===== config.mk =====
export PLATFORM = sky130hd
export DESIGN_NAME = aucohl_fifo_wr_arbiter
export DESIGN_NICKNAME = d
export VERILOG_FILES = /design/src/rtl/aucohl_pkg.sv /design/src/rtl/aucohl_fifo.sv /design/src/rtl/aucohl_fifo_wr_arbiter.sv
export SDC_FILE = /design/constraint.sdc
export NUM_CORES = 1
export LEC_CHECK = 0
export CORE_MARGIN = 2
export CORE_UTILIZATION = 45
export CTS_BUF_LIST = sky130_fd_sc_hd__clkbuf_2 sky130_fd_sc_hd__clkbuf_4 sky130_fd_sc_hd__clkbuf_8
export CTS_CLUSTER_SIZE = 40
export DETAILED_ROUTE_END_ITERATION = 6
export HOLD_SLACK_MARGIN = 0.03
export PLACE_DENSITY = 0.63
export SLEW_MARGIN = 20
export SYNTH_ARGS = -nofsm -noshare
export SYNTH_HDL_FRONTEND = slang
export SYNTH_HIERARCHICAL = 1
export SYNTH_SLANG_ARGS = --single-unit
export TNS_END_PERCENT = 30

===== constraint.sdc =====
create_clock -name clk -period 4 [get_ports clk]
set_clock_uncertainty 0.05 [all_clocks]
set_input_delay 0.6 -clock clk [delete_from_list [all_inputs] [get_ports clk]]
set_output_delay 0.6 -clock clk [all_outputs]
set_load 0.05 [all_outputs]

===== src/rtl/aucohl_pkg.sv =====
// Shared types and helpers for the aucohl FIFO write arbiter.
package aucohl_pkg;

  typedef enum logic {UNLOCKED = 1'b0, LOCKED = 1'b1} arb_state_e;

  localparam int RR_MAXN = 16;

  typedef struct packed {
    logic       hit;
    logic [3:0] idx;
  } rr_pick_t;

  // First requester after 'last' (wrapping modulo n); the descending loop lets the nearest one win.
  function automatic rr_pick_t rr_pick(input logic [RR_MAXN-1:0] req,
                                       input logic [3:0] last,
                                       input int n);
    rr_pick_t r;
    int       idx;
    r = '0;
    for (int k = n; k >= 1; k--) begin
      idx = (int'(last) + k) % n;
      if (req[idx]) begin
        r.hit = 1'b1;
        r.idx = 4'(idx);
      end
    end
    return r;
  endfunction

endpackage


===== src/rtl/aucohl_fifo.sv =====
// Synchronous FIFO with a show-ahead head word and a full-range occupancy counter.
module aucohl_fifo #(
  parameter int DW = 8,
  parameter int AW = 4
) (
  input  logic          clk,
  input  logic          rst_n,
  input  logic          wr,
  input  logic [DW-1:0] wdata,
  input  logic          rd,
  output logic [DW-1:0] rdata,
  output logic          empty,
  output logic          full,
  output logic [AW-1:0] level
);
  localparam int DEPTH = 1 << AW;

  logic [DW-1:0] mem [DEPTH];
  logic [AW-1:0] wptr, rptr;
  logic [AW:0]   cnt;
  logic          do_wr, do_rd;

  assign do_wr = wr & ~full;
  assign do_rd = rd & ~empty;

  always_ff @(posedge clk)
    if (do_wr) mem[wptr] <= wdata;

  always_ff @(posedge clk or negedge rst_n) begin
    if (!rst_n) begin
      wptr <= '0;
      rptr <= '0;
      cnt  <= '0;
    end else begin
      if (do_wr) wptr <= wptr + 1'b1;
      if (do_rd) rptr <= rptr + 1'b1;
      case ({do_wr, do_rd})
        2'b10:   cnt <= cnt + 1'b1;
        2'b01:   cnt <= cnt - 1'b1;
        default: cnt <= cnt;
      endcase
    end
  end

  assign rdata = mem[rptr];
  assign empty = (cnt == '0);
  assign full  = cnt[AW];
  assign level = cnt[AW-1:0];

endmodule


===== src/rtl/aucohl_fifo_wr_arbiter.sv =====
// N producers share one FIFO write port: round-robin grant with bounded burst locking, ID stored with data.
module aucohl_fifo_wr_arbiter
  import aucohl_pkg::*;
#(
  parameter int N     = 4,
  parameter int DW    = 8,
  parameter int AW    = 4,
  parameter int BURST = 4
) (
  input  logic                  clk,
  input  logic                  rst_n,
  input  logic [N-1:0]          s_valid,
  input  logic [N*DW-1:0]       s_data,
  output logic [N-1:0]          s_ready,
  input  logic                  rd,
  output logic [DW-1:0]         rdata,
  output logic [$clog2(N)-1:0]  rid,
  output logic                  empty,
  output logic                  full,
  output logic [AW-1:0]         level
);
  localparam int IW = $clog2(N);
  localparam int CW = $clog2(BURST + 1);

  arb_state_e    state, state_nx;
  logic [IW-1:0] last_id, last_nx, owner, owner_nx, sel, base;
  logic [CW-1:0] beat_cnt, beat_nx;
  logic          grant, wr, owner_vld;
  rr_pick_t      pick;

  assign owner_vld = (state == LOCKED) && s_valid[owner];

  // A dropped lock scans from owner+1 in the same cycle, so no bubble is inserted.
  always_comb begin
    base  = (state == LOCKED) ? owner : last_id;
    pick  = rr_pick(RR_MAXN'(s_valid), 4'(base), N);
    grant = pick.hit;
    sel   = IW'(pick.idx);
    if (owner_vld) begin
      grant = 1'b1;
      sel   = owner;
    end
  end

  assign wr      = grant & ~full;
  assign s_ready = wr ? (N'(1) << sel) : '0;

  always_comb begin
    state_nx = state;
    last_nx  = last_id;
    owner_nx = owner;
    beat_nx  = beat_cnt;
    if (!full) begin
      if (owner_vld) begin
        if (beat_cnt == CW'(BURST - 1)) begin
          last_nx  = owner;
          beat_nx  = '0;
          state_nx = UNLOCKED;
        end else begin
          beat_nx = beat_cnt + CW'(1);
        end
      end else begin
        if (state == LOCKED) begin
          last_nx  = owner;
          beat_nx  = '0;
          state_nx = UNLOCKED;
        end
        if (wr) begin
          owner_nx = sel;
          beat_nx  = CW'(1);
          if (BURST == 1) last_nx  = sel;
          else            state_nx = LOCKED;
        end
      end
    end
  end

  always_ff @(posedge clk or negedge rst_n) begin
    if (!rst_n) begin
      state    <= UNLOCKED;
      last_id  <= IW'(N - 1);
      owner    <= '0;
      beat_cnt <= '0;
    end else begin
      state    <= state_nx;
      last_id  <= last_nx;
      owner    <= owner_nx;
      beat_cnt <= beat_nx;
    end
  end

  aucohl_fifo #(.DW(DW + IW), .AW(AW)) u_fifo (
    .clk   (clk),
    .rst_n (rst_n),
    .wr    (wr),
    .wdata ({sel, s_data[sel*DW +: DW]}),
    .rd    (rd & ~empty),
    .rdata ({rid, rdata}),
    .empty (empty),
    .full  (full),
    .level (level)
  );

endmodule


==> run metrics, run 1 <==
quantity of gates resized following cts 0; outcome complete, no violations; RSZ-0062 raised after global routing no; postcts setup bufs 0; hold_buf cts 0; Syn Area/Cell 16.3 µm²; total CTS buffers 17; largest net degree at the start of global routing 29; most frequent cell after synthesis edfxtp_1; ant diodes 0; power after layout 8.11 mW; remaining global-route overflow 0; vias in the first global route 4471; Worst Setup SP u_fifo/rptr[2]$_DFFE_PN0P_; DR WL/cell 20.7 µm; Root Driver clkbuf_8; fin crit share 0.928; clock slew at reported path FFs 0.10 ns; startpoint types flop; dpl hpwl 10600 µm; r2r worst-path depth 12; fin util 0.534; Max Cap Violations 0; P&R area growth vs syn 16.4%; Row Count 48; final net count 600; first-pass GRT wire length 25300 µm; FF-to-FF Start u_fifo/cnt[4]$_DFFE_PN0P_; crit path DAT 3.06 ns; Total Neg Setup Slack 0 ns; Post-synth ARST share 0.116; clk sink count 181; I/O pins 59; critical path required time 3.35 ns; synth unique cells 53; HP Class primary input to asynchronous set/reset pin; Setup crit end kind output port; TritonCTS clock tree yes; vias per std cell 5.61; Port Buffer Count 58; final setup fails 0; Seq/Total Area, Yosys 0.674; Synth area leader edfxtp_1; Worst R2R End u_fifo/cnt[4]$_DFFE_PN0P_; DRC viols 0; H-Tree Depth 4; Worst slew margin 0.413; worst setup path class flop to output port; crit path max fanout 14; Die ar. 18700 µm²; post-synthesis sequential element count 181; CORE AREA 17200 µm²; Final Hold Violating Endpoints 0; die height 137 µm; die width 137 µm; Synth top area share 0.607; top post-synthesis cells by area edfxtp_1, mux2i_1, dfrtp_1; clock buffer depth 2; Mapped Area 7910 µm²; Vias 4417; yosys warns 6; Commonest cells post-synth edfxtp_1, mux2i_1, o21ai_0, mux4_2, nand2_1; Syn Nets 534; Peak VDD IR 0.000423 V; Starting Density 0.459; Leak Pwr 3.23 nW; initial antenna violation count 0; Fmax 0.269 GHz; Post-synth EDFFs 160; Clk Latency, worst-skew pair 0.46 ns; measured slew at the worst slew-check pin 0.864 ns; WL final 16300 µm; Cells after Synth 484; DRT Pass-1 Iters 6; GRT Overall Usage 0.187; DRT iter0 DRCs 305; Slew Limit Fails 0; gpl congestion 0.866; P per Cell Area 881 nW/µm²; reg-to-reg slack, setup 0.88 ns; layout cells sized above 1 0.179; Tmin final 3.71 ns; post-route ant nets 0; Post-synth top flop edfxtp_1
## cells in the final DEF, fill, tap and decap left out, drive strengths merged, types with 2 or more instances in the layout
master         Yosys  layout
nor2               8       8
buf               14      18
and2              18      18
a22oi             10      10
edfxtp           160     160
nor4               3       3
a221oi            10      10
xnor2              7       7
and3               3       3
nor2b              7       7
dfstp              2       2
clkdlybuf4s50      0      53
nand2             22      22
inv               13      23
xor2               3       3
mux2i             58      58
o21ai             27      27
clkinv             0       3
dfrtp             19      19
a31oi              4       4
a21oi             18      18
nand3              4       4
a2111oi            2       2
clkbuf            10      17
ha                10      10
mux4              21      21
bufinv             0       2
mux2              13      13
## report_power, final
part | internal (mW) | leakage (nW) | total, mW | switching [mW]
Clock | 0.583 | 0.213 | 1.29 | 0.710
Sequential | 2.82 | 1.69 | 3.09 | 0.273
Combinational | 1.43 | 1.33 | 3.73 | 2.29
Total | 4.83 | 3.23 | 8.11 | 3.28
## worst max-delay path, cell delays in order, from the launching register on
cell,delay [ns]
dfrtp_1,0.59
and2_1,0.47
a221oi_1,0.43
o21ai_0,0.14
nand2_1,0.15
clkdlybuf4s50_1,0.82
## registers in the layout, summed over array words and instances (netlist names)
register,count
u_fifo/cnt,5
state,1
last_id,2
u_fifo/rptr,4
u_fifo/mem,160
owner,2
u_fifo/wptr,4
beat_cnt,3
## layer usage
metal  track usage  up-vias  part of all wire
met4        0.0631        0             0.015
met5             0        -                 0
met3        0.0307       18             0.030
met1         0.253     2271              0.45
met2         0.308      102              0.50
li1              -     2026                 -
## worst max path at each step
stage	to	slack, ns	depth (start not counted)
after floorplan	s_ready[2]	0.21	6
after global placement	u_fifo/mem[15][7]$_DFFE_PP_	0.31	6
after detailed placement	u_fifo/mem[13][1]$_DFFE_PP_	0.09	8
after CTS	rdata[6]	0.11	6
after global routing	rid[1]	0.10	5
final	rdata[6]	0.29	5
## cells by family after synthesis
family                     after synthesis  synth area share
muxes                                   92             0.154
AOI/OAI and AO/OA                       80            0.0659
buffers and inverters                   37            0.0262
DFF                                    181             0.674
adders and majority gates               11            0.0183
xor gates and xnor gates                10            0.0111
and+or+nand+nor                         73            0.0508
## area by class of cell
| type | instances | area [µm²] |
|---|---|---|
| Clock inverter | 15 | 180 |
| Sequential cell | 181 | 5340 |
| Timing Repair Buffer | 71 | 733 |
| Tap cell | 225 | 282 |
| Multi-Input combinational cell | 266 | 2390 |
| Clock buffer | 17 | 234 |
| Fill cell | 1363 | 8030 |
| Inverter | 13 | 48.8 |
## metrics by stage
step,hold WS [ns],setup WS [ns],area [µm²],instances
after global routing,0.0667,0.103,9210,788
after detailed placement,0.420,0.0924,8750,755
after global placement,0.413,0.314,8750,755
final,0.0417,0.287,9210,788
after CTS,0.447,0.108,9160,787
after floorplan,0.254,0.211,7910,484
Power figures use the tool's default switching activity.
==> run 2, diff against run 1 <==
Settings changed: RECOVER_POWER from default to 50.
==> run 2 against run 1 <==
  * Register-to-register slack improved by 0.04 ns
  * Sequential cell count is the same
  * Hold slack gained 0.26 ns
  * Via count shrank 0.48%
  * Cell count unchanged
  * Cell area shrank 0.26%
  * Die area stayed put
  * Largest cell class unchanged
==> run metrics, run 2 (same netlist as run 1, synthesis figures left out) <==
Die ar. 18700 µm² (unchanged); Vias 4396 (was 4417); Peak VDD IR 0.000423 V (about the same); leading registers by flop count u_fifo/mem: 160 flops, u_fifo/cnt: 5 flops (unchanged); remaining global-route overflow 0 (unchanged); Fmax 0.269 GHz (about the same); clock slew at reported path FFs 0.09 ns (was 0.10 ns); Total Neg Setup Slack 0 ns (unchanged); area of the multi-input gates 2380 µm² (was 2390 µm²); crit path DAT 3.07 ns (was 3.06 ns); DRT Pass-1 Iters 6 (unchanged); H-Tree Depth 4 (unchanged); Row Count 48 (unchanged); vias per std cell 5.58 (was 5.61); max FFs per register 160 (unchanged); outcome complete, no violations (unchanged); Port Buffer Count 58 (unchanged); Root Driver clkbuf_8 (unchanged); crit path max fanout 11 (was 14); GR Util met2 0.308 (unchanged); DRT iter0 DRCs 297 (was 305); Setup crit end kind output port (unchanged); DRC viols 0 (unchanged); first-pass GRT wire length 25300 µm (unchanged); post-route ant nets 0 (unchanged); die height 137 µm (unchanged); clock buffer depth 2 (unchanged); Largest Register u_fifo/mem (unchanged); # fillers 1373 (was 1363); fin util 0.533 (was 0.534); vias in the first global route 4471 (unchanged); DR WL/cell 20.6 µm (was 20.7 µm); worst setup path class primary input to output port (was flop to output port); layout cells sized above 1 0.169 (was 0.179); Slew Limit Fails 0 (unchanged); Starting Density 0.459 (unchanged); Max Cap Violations 0 (unchanged); startpoint types primary input (was flop); largest net degree at the start of global routing 29 (unchanged); fin crit share 0.930 (was 0.928); GRT Overall Usage 0.187 (unchanged); dpl hpwl 10600 µm (unchanged); ant diodes 0 (unchanged); RSZ-0062 raised after global routing no (unchanged); Worst slew margin 0.205 (was 0.413); HP Class primary input to asynchronous set/reset pin (unchanged); TritonCTS clock tree yes (unchanged); gpl congestion 0.866 (unchanged); P&R area growth vs syn 16.1% (was 16.4%); Clk Latency, worst-skew pair 0.46 ns (about the same); critical path required time 3.35 ns (about the same); final worst slack 0.279 ns (was 0.287 ns); GRT busiest layer met2 (unchanged); die width 137 µm (unchanged); measured slew at the worst slew-check pin 1.19 ns (was 0.864 ns); most common cell after layout, fill and taps aside edfxtp_1 (unchanged); final net count 600 (unchanged); total CTS buffers 17 (unchanged); initial antenna violation count 0 (unchanged); Place WS 0.0924 ns (unchanged); CORE AREA 17200 µm² (unchanged); WL final 16300 µm (about the same); most frequent cells in the layout edfxtp_1, mux2i_1, clkdlybuf4s50_1 (was edfxtp_1, clkdlybuf4s50_1, mux2i_1); P per Cell Area 879 nW/µm² (was 881 nW/µm²); Leak Pwr 3.21 nW (was 3.23 nW); grt met1 use 0.253 (unchanged); met3 Usage GRT 0.0307 (unchanged); clk sink count 181 (unchanged); FF/Latch Area 5340 µm² (unchanged); Tmin final 3.72 ns (was 3.71 ns); I/O pins 59 (unchanged); final setup fails 0 (unchanged); Final Hold Violating Endpoints 0 (unchanged)
==> run 2: cell count changes in the layout (fill, tap and decap cells not counted), sizes merged <==
| cell | delta |
|---|---|
| clkbuf | +3 |
| dlygate4sd3 | +5 |
| clkdlybuf4s50 | -5 |
| buf | -3 |
==> run 2: final timing paths <==
kind	cells after the start	end	slack [ns]	startpoint
min in group clk	1	beat_cnt[2]$_DFFE_PN0P_	0.45	beat_cnt[2]$_DFFE_PN0P_
max reg2reg	5	u_fifo/mem[15][1]$_DFFE_PP_	0.92	state$_DFFE_PN0P_
min	1	u_fifo/cnt[2]$_DFFE_PN0P_	0.30	rst_n
max	8	s_ready[1]	0.28	s_valid[1]
min reg2reg	1	beat_cnt[2]$_DFFE_PN0P_	0.45	beat_cnt[2]$_DFFE_PN0P_
max in group asynchronous	1	u_fifo/rptr[0]$_DFFE_PN0P_	2.74	rst_n
==> run 2: per-layer routing <==
metal  vias to the layer above  routed length [µm]
li1                       2026                   -
met1                      2245                7250
met2                       106                8150
met3                        19                 609
met4                         0                 249
met5                         -                   0
==> run 2: stage by stage <==
| step | cells | total power [mW] | hold slack, ns | instance area (µm²) |
|---|---|---|---|---|
| 2_1_floorplan | 484 | 5.64 | 0.254 | 7910 |
| 3_3_place_gp | 755 | 6.68 | 0.413 | 8750 |
| 3_5_place_dp | 755 | 6.80 | 0.420 | 8750 |
| 4_1_cts | 787 | 8.08 | 0.447 | 9160 |
| 5_1_grt | 788 | 8.53 | 0.404 | 9190 |
| 6_report | 788 | 8.07 | 0.304 | 9190 |
==> run 2: critical path: stages <==
cell,delay [ns]
clkdlybuf4s50_1,0.54
mux4_2,0.55
nand2_1,0.19
nor2_1,0.09
a31oi_4,0.48
buf_4,0.23
and3_1,0.22
buf_12,0.15
==> run 2: what timing repair did <==
item | 4_1_cts | 5_1_grt
endpoints found under the setup margin | 0 | 2
hold endpoints to repair | 0 | 0
resized for setup | 0 | 0
setup buffers | 0 | 1
hold buffers | 0 | 0
==> run 2: where the power goes <==
group | internal [mW] | switching [mW] | leakage (nW)
clock network | 0.583 | 0.707 | 0.213
logic | 1.40 | 2.29 | 1.31
registers | 2.82 | 0.270 | 1.69
total | 4.81 | 3.26 | 3.21
==> run 2: layout make-up <==
class	instances	area share
sequential	181	0.581
multi-input combinational	266	0.259
timing repair buffer	71	0.0789
tap	225	0.0306
clock buffer	17	0.0255
clock inverter	15	0.0196
inverter	13	0.00531
==> run 3, diff against run 2 <==
Clock period 4 ns to 4.7 ns, I/O delays scaled along.
==> run 3 against run 2 <==
  * Total power shrank 16%
  * Combinational power shrank 18%
  * Critical path depth is the same
  * Critical path type unchanged
  * Global-route usage shrank 0.53 points
  * Clock power shrank 12%
  * Register-to-register slack gained 0.04 ns
  * Largest cell class unchanged
  * Via count shrank 1.3%
  * Cell area shrank 0.54%
  * Worst setup slack gained 0.14 ns
  * Core utilization shrank 0.29 points
==> run metrics, run 3 (same netlist as run 1, synthesis figures left out) <==
outcome complete, no violations (unchanged); GRT Overall Usage 0.182 (was 0.187); leading registers by flop count u_fifo/mem: 160 flops, u_fifo/cnt: 5 flops (unchanged); Port Buffer Count 58 (unchanged); HP Class primary input to asynchronous set/reset pin (unchanged); Worst Setup SP s_valid[2] (was s_valid[1]); TritonCTS clock tree yes (unchanged); RSZ-0062 raised after global routing no (unchanged); postcts setup bufs 0 (unchanged); DRT iter0 DRCs 366 (was 297); crit path DAT 3.53 ns (was 3.07 ns); Largest Register u_fifo/mem (unchanged); crit path max fanout 20 (was 11); dpl hpwl 10200 µm (was 10600 µm); Leak Pwr 3.19 nW (was 3.21 nW); FF/Latch Area 5340 µm² (unchanged); power after layout 6.80 mW (was 8.07 mW); Fmax 0.234 GHz; Tmin final 4.28 ns; remaining global-route overflow 0 (unchanged); # fillers 1378 (was 1373); Root Driver clkbuf_8 (unchanged); I/O pins 59 (unchanged); most frequent cells in the layout edfxtp_1, mux2i_1, clkdlybuf4s50_1 (unchanged); clock slew at reported path FFs 0.10 ns (was 0.09 ns); worst setup path class primary input to output port (unchanged); Total Neg Setup Slack 0 ns (unchanged); DRC viols 0 (unchanged); die width 137 µm (unchanged); clock buffer depth 2 (unchanged); Vias 4339 (was 4396); final net count 597 (was 600); largest net degree at the start of global routing 63 (was 29); WL final 15800 µm (was 16300 µm); DR WL/cell 20.1 µm (was 20.6 µm); DRT Pass-1 Iters 5 (was 6); hold_buf cts 0 (unchanged); P per Cell Area 744 nW/µm² (was 879 nW/µm²); GRT busiest layer met2 (unchanged); r2r worst-path depth 7 (was 5); H-Tree Depth 4 (unchanged); quantity of gates resized following cts 0 (unchanged); vias per std cell 5.53 (was 5.58); final setup fails 0 (unchanged); Clk Latency, worst-skew pair 0.46 ns (about the same); total CTS buffers 17 (unchanged); most common cell after layout, fill and taps aside edfxtp_1 (unchanged); max FFs per register 160 (unchanged); area of the multi-input gates 2370 µm² (was 2380 µm²); die height 137 µm (unchanged); met3 Usage GRT 0.0330 (was 0.0307); startpoint types primary input (unchanged); Starting Density 0.459 (unchanged); ant diodes 0 (unchanged); Max Cap Violations 0 (unchanged); Peak VDD IR 0.000330 V (was 0.000423 V); Worst slew margin 0.209 (was 0.205); layout cells sized above 1 0.155 (was 0.169); first-pass GRT wire length 24700 µm (was 25300 µm); vias in the first global route 4284 (was 4471); initial antenna violation count 0 (unchanged); post-route ant nets 0 (unchanged); measured slew at the worst slew-check pin 1.19 ns (about the same); Setup crit end kind output port (unchanged); Die ar. 18700 µm² (unchanged); P&R area growth vs syn 15.4% (was 16.1%); FF-to-FF Start owner[0]$_DFFE_PN0P_ (was state$_DFFE_PN0P_); Final Hold Violating Endpoints 0 (unchanged); critical path required time 3.94 ns (was 3.35 ns); Row Count 48 (unchanged); gpl congestion 0.826 (was 0.866); GR Util met2 0.293 (was 0.308); CORE AREA 17200 µm² (unchanged); clk sink count 181 (unchanged); grt met1 use 0.250 (was 0.253); Slew Limit Fails 0 (unchanged); fin crit share 0.911
[run 3: path summary, 6_finish.rpt]
kind	endpoint	slack, ns
hold reg to reg	beat_cnt[2]$_DFFE_PN0P_	0.44
setup / recovery	s_ready[0]	0.42
min in group clk	beat_cnt[2]$_DFFE_PN0P_	0.44
max in group asynchronous	u_fifo/rptr[0]$_DFFE_PN0P_	3.34
setup reg to reg	u_fifo/mem[14][7]$_DFFE_PP_	0.96
hold / removal	beat_cnt[2]$_DFFE_PN0P_	0.41
[run 3: report_power, final]
part | switching, mW | internal, mW | leakage [nW]
logic | 1.90 | 1.14 | 1.28
registers | 0.238 | 2.40 | 1.69
clock network | 0.583 | 0.543 | 0.215
total | 2.72 | 4.08 | 3.19
[run 3: cell type report]
type / count / area share
flip-flops and latches: 181 / 0.584
multi-input cells: 266 / 0.260
repair buffers: 68 / 0.0733
well taps: 225 / 0.0308
clock buffers: 17 / 0.0256
clock inverters: 15 / 0.0211
inverters: 13 / 0.00534
[run 3: per-stage QoR]
step / cells / util / area [µm²] / hold WS, ns / worst slack [ns]
2_1_floorplan: 484 / - / 7910 / 0.359 / 0.701
3_3_place_gp: 752 / 0.505 / 8700 / 0.412 / 0.766
3_5_place_dp: 752 / 0.505 / 8700 / 0.415 / 0.554
4_1_cts: 784 / 0.530 / 9130 / 0.442 / 0.531
5_1_grt: 785 / 0.530 / 9140 / 0.451 / 0.204
6_report: 785 / 0.530 / 9140 / 0.407 / 0.420
[run 3: per-layer routing]
| metal | vias to the layer above | part of all wire |
|---|---|---|
| met1 | 2202 | 0.46 |
| met5 | - | 0 |
| li1 | 2017 | - |
| met2 | 103 | 0.49 |
| met4 | 0 | 0.015 |
| met3 | 17 | 0.035 |
[run 3: critical path, cell delays in order]
cell	delay, ns
dlygate4sd3_1	0.65
nor4_1	0.78
a21oi_1	0.13
a31oi_2	0.22
buf_4	0.32
inv_2	0.20
nor4_2	0.34
buf_12	0.19
